$ cat src/rtl/ddr_frame_writer.sv
// ddr_frame_writer: packs RGB565 pixels eight to a 128-bit word, queues the words and writes fixed-length DDR bursts
module ddr_frame_writer #(
  parameter int BURST_LEN  = 8,
  parameter int FIFO_DEPTH = 32,
  parameter int LVL_W      = 6
) (
  input  logic             i_cap_clk,
  input  logic             i_cap_rst_n,
  input  logic             i_pix_vsync,
  input  logic             i_pix_de,
  input  logic [4:0]       i_pix_r,
  input  logic [5:0]       i_pix_g,
  input  logic [4:0]       i_pix_b,
  input  logic             i_ddr_wr_rdy,
  output logic             o_ddr_addr_set,
  output logic             o_ddr_wr_cmd,
  output logic             o_ddr_wren,
  output logic [127:0]     o_ddr_wr_data,
  output logic [LVL_W-1:0] o_fifo_level,
  output logic             o_overflow
);
  localparam int AW = $clog2(FIFO_DEPTH);
  localparam int BW = BURST_LEN > 1 ? $clog2(BURST_LEN) : 1;
  typedef enum logic [1:0] {IDLE, CMD, BURST} state_t;
  state_t           r_state, w_next;
  logic             r_vsync_d, r_addr_set, r_overflow;
  logic [2:0]       r_pack_cnt;
  logic [127:0]     r_pack;
  logic [127:0]     r_mem [FIFO_DEPTH];
  logic [AW-1:0]    r_wp, r_rp;
  logic [LVL_W-1:0] r_level;
  logic [BW-1:0]    r_beat_cnt;
  logic             w_fstart, w_push_req, w_push, w_pop, w_full, w_last;
  logic [127:0]     w_word;
  assign w_fstart       = r_vsync_d & ~i_pix_vsync;
  assign w_word         = r_pack | ({i_pix_r, i_pix_g, i_pix_b, 112'd0} >> {r_pack_cnt, 4'd0});
  assign w_push_req     = ~w_fstart & (i_pix_de ? r_pack_cnt == 3'd7 : r_pack_cnt != 3'd0);
  assign w_full         = r_level == LVL_W'(FIFO_DEPTH);
  assign w_pop          = o_ddr_wren & i_ddr_wr_rdy;
  // a pop in the same cycle frees the slot, so a full FIFO still accepts the push
  assign w_push         = w_push_req & (~w_full | w_pop);
  assign w_last         = r_beat_cnt == BW'(BURST_LEN - 1);
  assign o_ddr_wr_cmd   = r_state == CMD;
  assign o_ddr_wren     = r_state == BURST;
  assign o_ddr_wr_data  = r_level != '0 ? r_mem[r_rp] : '0;
  assign o_fifo_level   = r_level;
  assign o_overflow     = r_overflow;
  assign o_ddr_addr_set = r_addr_set;
  always_ff @(posedge i_cap_clk) begin
    r_vsync_d  <= i_cap_rst_n & i_pix_vsync;
    r_addr_set <= i_cap_rst_n & w_fstart;
  end
  always_ff @(posedge i_cap_clk)
    if (w_push) r_mem[r_wp] <= i_pix_de ? w_word : r_pack;
  always_ff @(posedge i_cap_clk) begin
    if (!i_cap_rst_n || w_fstart) begin
      r_pack_cnt <= '0;
      r_pack     <= '0;
      r_wp       <= '0;
      r_rp       <= '0;
      r_level    <= '0;
      r_overflow <= 1'b0;
    end else begin
      r_pack_cnt <= i_pix_de ? r_pack_cnt + 3'd1 : 3'd0;
      r_pack     <= (i_pix_de && r_pack_cnt != 3'd7) ? w_word : '0;
      r_wp       <= r_wp + AW'(w_push);
      r_rp       <= r_rp + AW'(w_pop);
      r_level    <= r_level + LVL_W'(w_push) - LVL_W'(w_pop);
      if (w_push_req && !w_push) r_overflow <= 1'b1;
    end
  end
  always_ff @(posedge i_cap_clk) begin
    if (!i_cap_rst_n) begin
      r_state    <= IDLE;
      r_beat_cnt <= '0;
    end else begin
      r_state    <= w_next;
      r_beat_cnt <= r_state == CMD ? '0 : r_beat_cnt + BW'(w_pop);
    end
  end
  // CMD sits between IDLE and BURST, which also guarantees the idle cycle after a burst
  always_comb begin
    w_next = r_state;
    if (w_fstart) w_next = IDLE;
    else if (r_state == IDLE) w_next = r_level >= LVL_W'(BURST_LEN) ? CMD : IDLE;
    else if (r_state == CMD) w_next = BURST;
    else if (r_state == BURST) w_next = (w_pop && w_last) ? IDLE : BURST;
    else w_next = IDLE;
  end
endmodule
$ cat config.mk
export PLATFORM = sky130hd
export DESIGN_NAME = ddr_frame_writer
export DESIGN_NICKNAME = d
export VERILOG_FILES = /design/src/rtl/ddr_frame_writer.sv
export SDC_FILE = /design/constraint.sdc
export NUM_CORES = 2
export LEC_CHECK = 0
export ABC_AREA = 0
export CORE_ASPECT_RATIO = 0.6
export CORE_MARGIN = 8
export CORE_UTILIZATION = 30
export DETAILED_ROUTE_END_ITERATION = 6
export MAX_ROUTING_LAYER = met4
export PLACE_DENSITY_LB_ADDON = 0.15
export SLEW_MARGIN = 10
export SYNTH_ARGS = -nofsm -noshare
export SYNTH_HDL_FRONTEND = slang
export SYNTH_SLANG_ARGS = --single-unit
$ cat constraint.sdc
create_clock -name i_cap_clk -period 11.15 [get_ports i_cap_clk]
set_input_delay 1.115 -clock i_cap_clk [delete_from_list [all_inputs] [get_ports i_cap_clk]]
set_output_delay 1.115 -clock i_cap_clk [all_outputs]
set_load 0.01 [all_outputs]
* Yosys cells after proc, flatten, opt, wreduce, memory -nomap -nowiden
Memories as Yosys holds them, arrays and structs flattened. A register that Yosys moved wholly into a read port is not among the register bits.
Index checks and enable logic that the tools add are counted.
** Word-level totals
- Flip-flop bits (word level) :: 155
- Memory bits (writable) :: 4096
- Bits of input ports :: 21
- Output and inout bits :: 138
- Word-level logic and storage cells :: 63
- Memories kept :: 1
** Memories
- r_mem :: words 32, bits a word 128, read ports 1, clocked after Yosys merged registers in 1, write ports 1, line 29 : logic [127:0] r_mem [FIFO_DEPTH];
** Operators by class
- $add $sub $neg :: 6
- Order comparisons :: 1
- Equality and inequality tests :: 6
- Shifts and indexed selects :: 1
- Muxes and demuxes :: 11
- Bitwise operators :: 14
- Reduce and logical (&&, ||, !) cells :: 13
** Operators with widths (number)
- two-way mux 128 bit :: 2
- OR 128 bit :: 1
- right shift 128 x 7 -> 128 bit :: 1
- adder 5 x 1 -> 5 bit :: 2
- two-way mux 2 bit :: 4
- OR reduction 2 bit :: 4
- adder 6 x 1 -> 6 bit :: 1
- AND 1 bit :: 6
- == test 3 bit (second input constant) :: 2
- == test 6 bit (second input constant) :: 1
- greater-or-equal comparator 6 x 4 -> 1 bit (second input constant) :: 1
- inverter 1 bit :: 6
- nonzero test 6 bit :: 1
- subtractor 6 x 1 -> 6 bit :: 1
- two-way mux 5 bit :: 1
- two-way mux 1 bit :: 4
- adder 3 x 1 -> 3 bit :: 1
- adder 3 x 1 -> 3 bit (second input constant) :: 1
- logical AND 1 bit :: 3
- inequality test 3 bit (second input constant) :: 1
- nonzero test 3 bit :: 1
- == test 2 x 1 -> 1 bit (second input constant) :: 1
- == test 2 bit (second input constant) :: 1
- logical NOT 1 bit :: 2
- other kinds (3) :: 3

* Longest topological paths before layout
- Word-level depth :: 7
- Gate-level depth with buffers :: 15
- Depth with buffers taken out :: 14

* Least setup slack after synthesis
Ideal clock, no wire load.
- Path type :: input-to-reg
- From :: input port i_pix_de
- To :: memory r_mem[17][0], enable pin
- Library setup time :: 617 ps
- Arrival :: 7388 ps
- Required time :: 10533 ps
- Path slack :: 3144 ps
- Cell stages on the path :: 4
- Buffers on the path :: 0
- Cells stage by stage :: nor2b_1 > nor3_1 > nand4b_1 > nor2_1
** On the way
- Cells in the longest elaborated chain, start to end :: 5
** Ends and longest elaborated chain
- from (decl) :: line 10 : input logic i_pix_de,
- two-way mux 1 bit :: line 37 : assign w_push_req = ~w_fstart & (i_pix_de ? r_pack_cnt == 3'd7 : r_pack_cnt != 3'd0);
- AND 1 bit :: line 37
- AND 1 bit :: line 41 : assign w_push = w_push_req & (~w_full | w_pop);
- two-way mux 1 bit (2 in a row) :: line 54 : if (w_push) r_mem[r_wp] <= i_pix_de ? w_word : r_pack;
- to (decl) :: line 29
Every way passes these cells.

==> results_dict.tcl <==
set metrics [dict create \
    crit_chain "buf_4, and3_4, buf_4, buf_4, a221oi_1, a31oi_1, o21a_1, clkdlybuf4s50_1" \
    cts.repair.resized 0 \
    row_count 209 \
    power.density_nw_per_um2 186 \
    ys_types 47 \
    ys_seq_area_share_pct 77.7 \
    drc 0 \
    clkTransAtPathRegs_ns 0.06 \
    die_w_microns 966 \
    routed_wl_microns 524000 \
    synth_cells 7634 \
    crit_start "r_rp[2]" \
    cts_sinks 4251 \
    via_per_inst 5.26 \
    synthTopCellsByArea "edfxtp_1, mux4_2, dfxtp_1, mux2i_1, mux2_2" \
    yosysWarnings 0 \
    total_power_mw 35.0 \
    final.setup_skew_ns 0.0655 \
    grt_max_degree 139 \
    cts_root_buffer "clkbuf_16" \
    ant_nets 0 \
    drt-initial-drc-count 9021 \
    antenna_found_initial 44 \
    gp_congestion 0.729 \
    hold_class "reg2reg" \
    reg2reg_from "r_pack_cnt[1]" \
    slowest_delay_ns 0.84 \
    io_pins 159 \
    clk_latency_ns 0.98 \
    tightest_slew_ns 1.33 \
    port_buffers 158 \
    dr.pass1.iters 5 \
    syn_nets 7676 \
    post-cts-setup-buffers 0 \
    slowest_stage "buf_4" \
    rsz0062_at_grt "false" \
    worst_hold_slack_ns 0.458 \
    grt_usage_pct 18.6 \
    core_sq_um 540000 \
    path_buf_inv 4 \
    rrSetupSlack_ns 5.60 \
    nets 8052 \
    fmax_mhz 132 \
    cp.arrival_ns 6.46 \
    drive_above_1_share_pct 25.6 \
    grt_pass1_vias 83100 \
    setup_viol 0 \
    grt_pass1_wl_microns 717000 \
    crit_family "buffers and inverters" \
    fin_crit_ns 7.57 \
    r2r_end "r_mem[31][81]" \
    synth.largest_area_cell "edfxtp_1" \
    syn_to_final_growth_pct 15.7 \
    critPathCaptureType "output port" \
    ctsLongestPathBuffers 4 \
    cts_buffers 407 \
    finalCritPeriodShare_pct 67.9 \
    required_ns 10.04 \
    status "complete, no violations" \
    initial_core_util_pct 30.1 \
    overflow 0 \
    avgSynthCellArea_sq_um 21.3 \
    worstSetupPathType "reg2out" \
    setup.worst_path.end "o_ddr_wr_data[18]" \
    die_h_microns 586 \
    rr_worst_depth 9 \
    post-dp-hpwl_microns 271000 \
    wl_per_cell_microns 33.7 \
    drv_slew 0 \
    die_area_sq_um 566000 \
    maxCapViolations 0 \
    cts_tree "done" \
    path_common_cell "buf_4" \
    fin_tns_setup_ns 0 \
    hold_viol 0 \
    fillCellCount 50100 \
    max_slew_margin_pct 11.5 \
    num_vias 81700 \
    ctsHtreeMaxLevel 5 \
    postCtsHoldBufs 0 \
    synth_area_sq_um 162000 \
    leakage_nw 55.9 \
    yosys_register_bits 4251 \
    synth_top_area_share_pct 75.7 \
    start_kind "flip-flop" \
    cp.depth 8 \
    ir_drop_mv 0.165 \
    crit_fanout 41 \
]
[routing by layer]
metal	up-vias	share of wire, %	GRT usage (%)
li1	32700	-	-
met1	45800	48	27.8
met2	2737	45	27.6
met4	0	1.5	3.08
met3	562	5.8	2.41
met5	-	0	-
[flip-flops by register name, summed over array words and instances, names as in the netlist]
name and count:
o_ddr_addr_set 1, o_fifo_level 6, o_overflow 1, r_beat_cnt 3
r_mem 4096, r_pack 128, r_pack_cnt 3, r_rp 5
r_state 2, r_vsync_d 1, r_wp 5
[kinds of logic (layout without fill, tap and decap cells)]
family	Yosys count	count (layout)	synth area share (%)
AO/OA/AOI/OAI	790	790	3.50
XOR/XNOR	9	9	0.0485
adder cells (fa/ha/maj)	21	21	0.166
buffers and inverters	488	1201	1.36
flip-flops	4251	4251	77.7
multiplexers	1349	1349	15.3
other	0	14	0
AND/OR/NAND/NOR	726	726	1.97
[synth_stat cells, drive strengths merged]
cell,count
nor2,247
o21ai,60
nand4bb,2
dfxtp,155
a41oi,1
and2,66
o2111ai,129
o211ai,1
or3b,1
a22oi,69
nand3b,4
a21o,2
ha,20
mux2i,256
o21bai,128
clkbuf,217
nand2,233
nor3b,2
nand4,2
and3b,1
or3,5
a31oi,69
fa,1
and3,14
nand2b,6
nand3,127
a2111oi,1
mux4,886
nor2b,6
o21a,71
a21oi,131
inv,15
nand4b,2
xor2,6
edfxtp,4096
nor3,8
a221oi,128
xnor2,3
mux2,207
buf,256
[report_power, final]
group	switching [mW]	leakage [nW]	internal [mW]
combinational	2.22	10.7	1.28
clock	6.21	6.45	7.81
sequential	0.0454	38.8	17.4
total	8.48	55.9	26.5
[area by class of cell]
class	count	area [sq um]	area share, %
flip-flops and latches	4251	126000	67.1
multi-input cells	2895	35200	18.8
clock buffers	508	10800	5.74
well taps	7174	8980	4.78
repair buffers	440	4240	2.26
clock inverters	238	2390	1.27
inverters	15	56.3	0.0300
diodes	14	35.0	0.0187
[placed cells by master, fill, tap and decap left out, types with 69 or more instances in the layout]
master	count
a21oi_1	131
a221oi_1	128
a22oi_1	69
a31oi_1	69
buf_4	239
clkbuf_1	86
clkbuf_16	413
clkdlybuf4s50_1	158
clkinv_1	86
clkinv_2	82
dfxtp_1	150
edfxtp_1	4096
mux2_2	206
mux2i_1	256
mux4_2	886
nand2_1	231
nand3_1	126
nor2_1	213
o2111ai_1	129
o21a_1	71
o21bai_2	89
[tightest hold or removal path, cell delays in order (launching register included)]
cell and delay (ns):
dfxtp_1 0.32, a21oi_1 0.04, nor2_1 0.07
[stage by stage]
| stage | area [sq um] | instances | util (%) | worst slack [ns] |
|---|---|---|---|---|
| 2_1_floorplan | 162000 | 7634 | - | 3.14 |
| 3_3_place_gp | 174000 | 14800 | 32.3 | 4.70 |
| 3_5_place_dp | 174000 | 14800 | 32.3 | 4.69 |
| 4_1_cts | 188000 | 15500 | 34.8 | 3.56 |
| 5_1_grt | 188000 | 15500 | 34.8 | 3.50 |
| 6_report | 188000 | 15500 | 34.8 | 3.58 |
[worst min path at each step]
stage                 from     endpoint  slack, ns  cells after the start
6_report        r_pack[19]   r_pack[19]       0.46                      2
5_1_grt        r_pack[123]  r_pack[123]       0.48                      2
4_1_cts          r_pack[2]    r_pack[2]       0.46                      2
3_5_place_dp     r_pack[2]    r_pack[2]       0.44                      2
3_3_place_gp    r_pack[89]   r_pack[89]       0.44                      2
2_1_floorplan   r_state[1]   r_state[0]       0.43                      1
(Power assumes the default switching activity.)
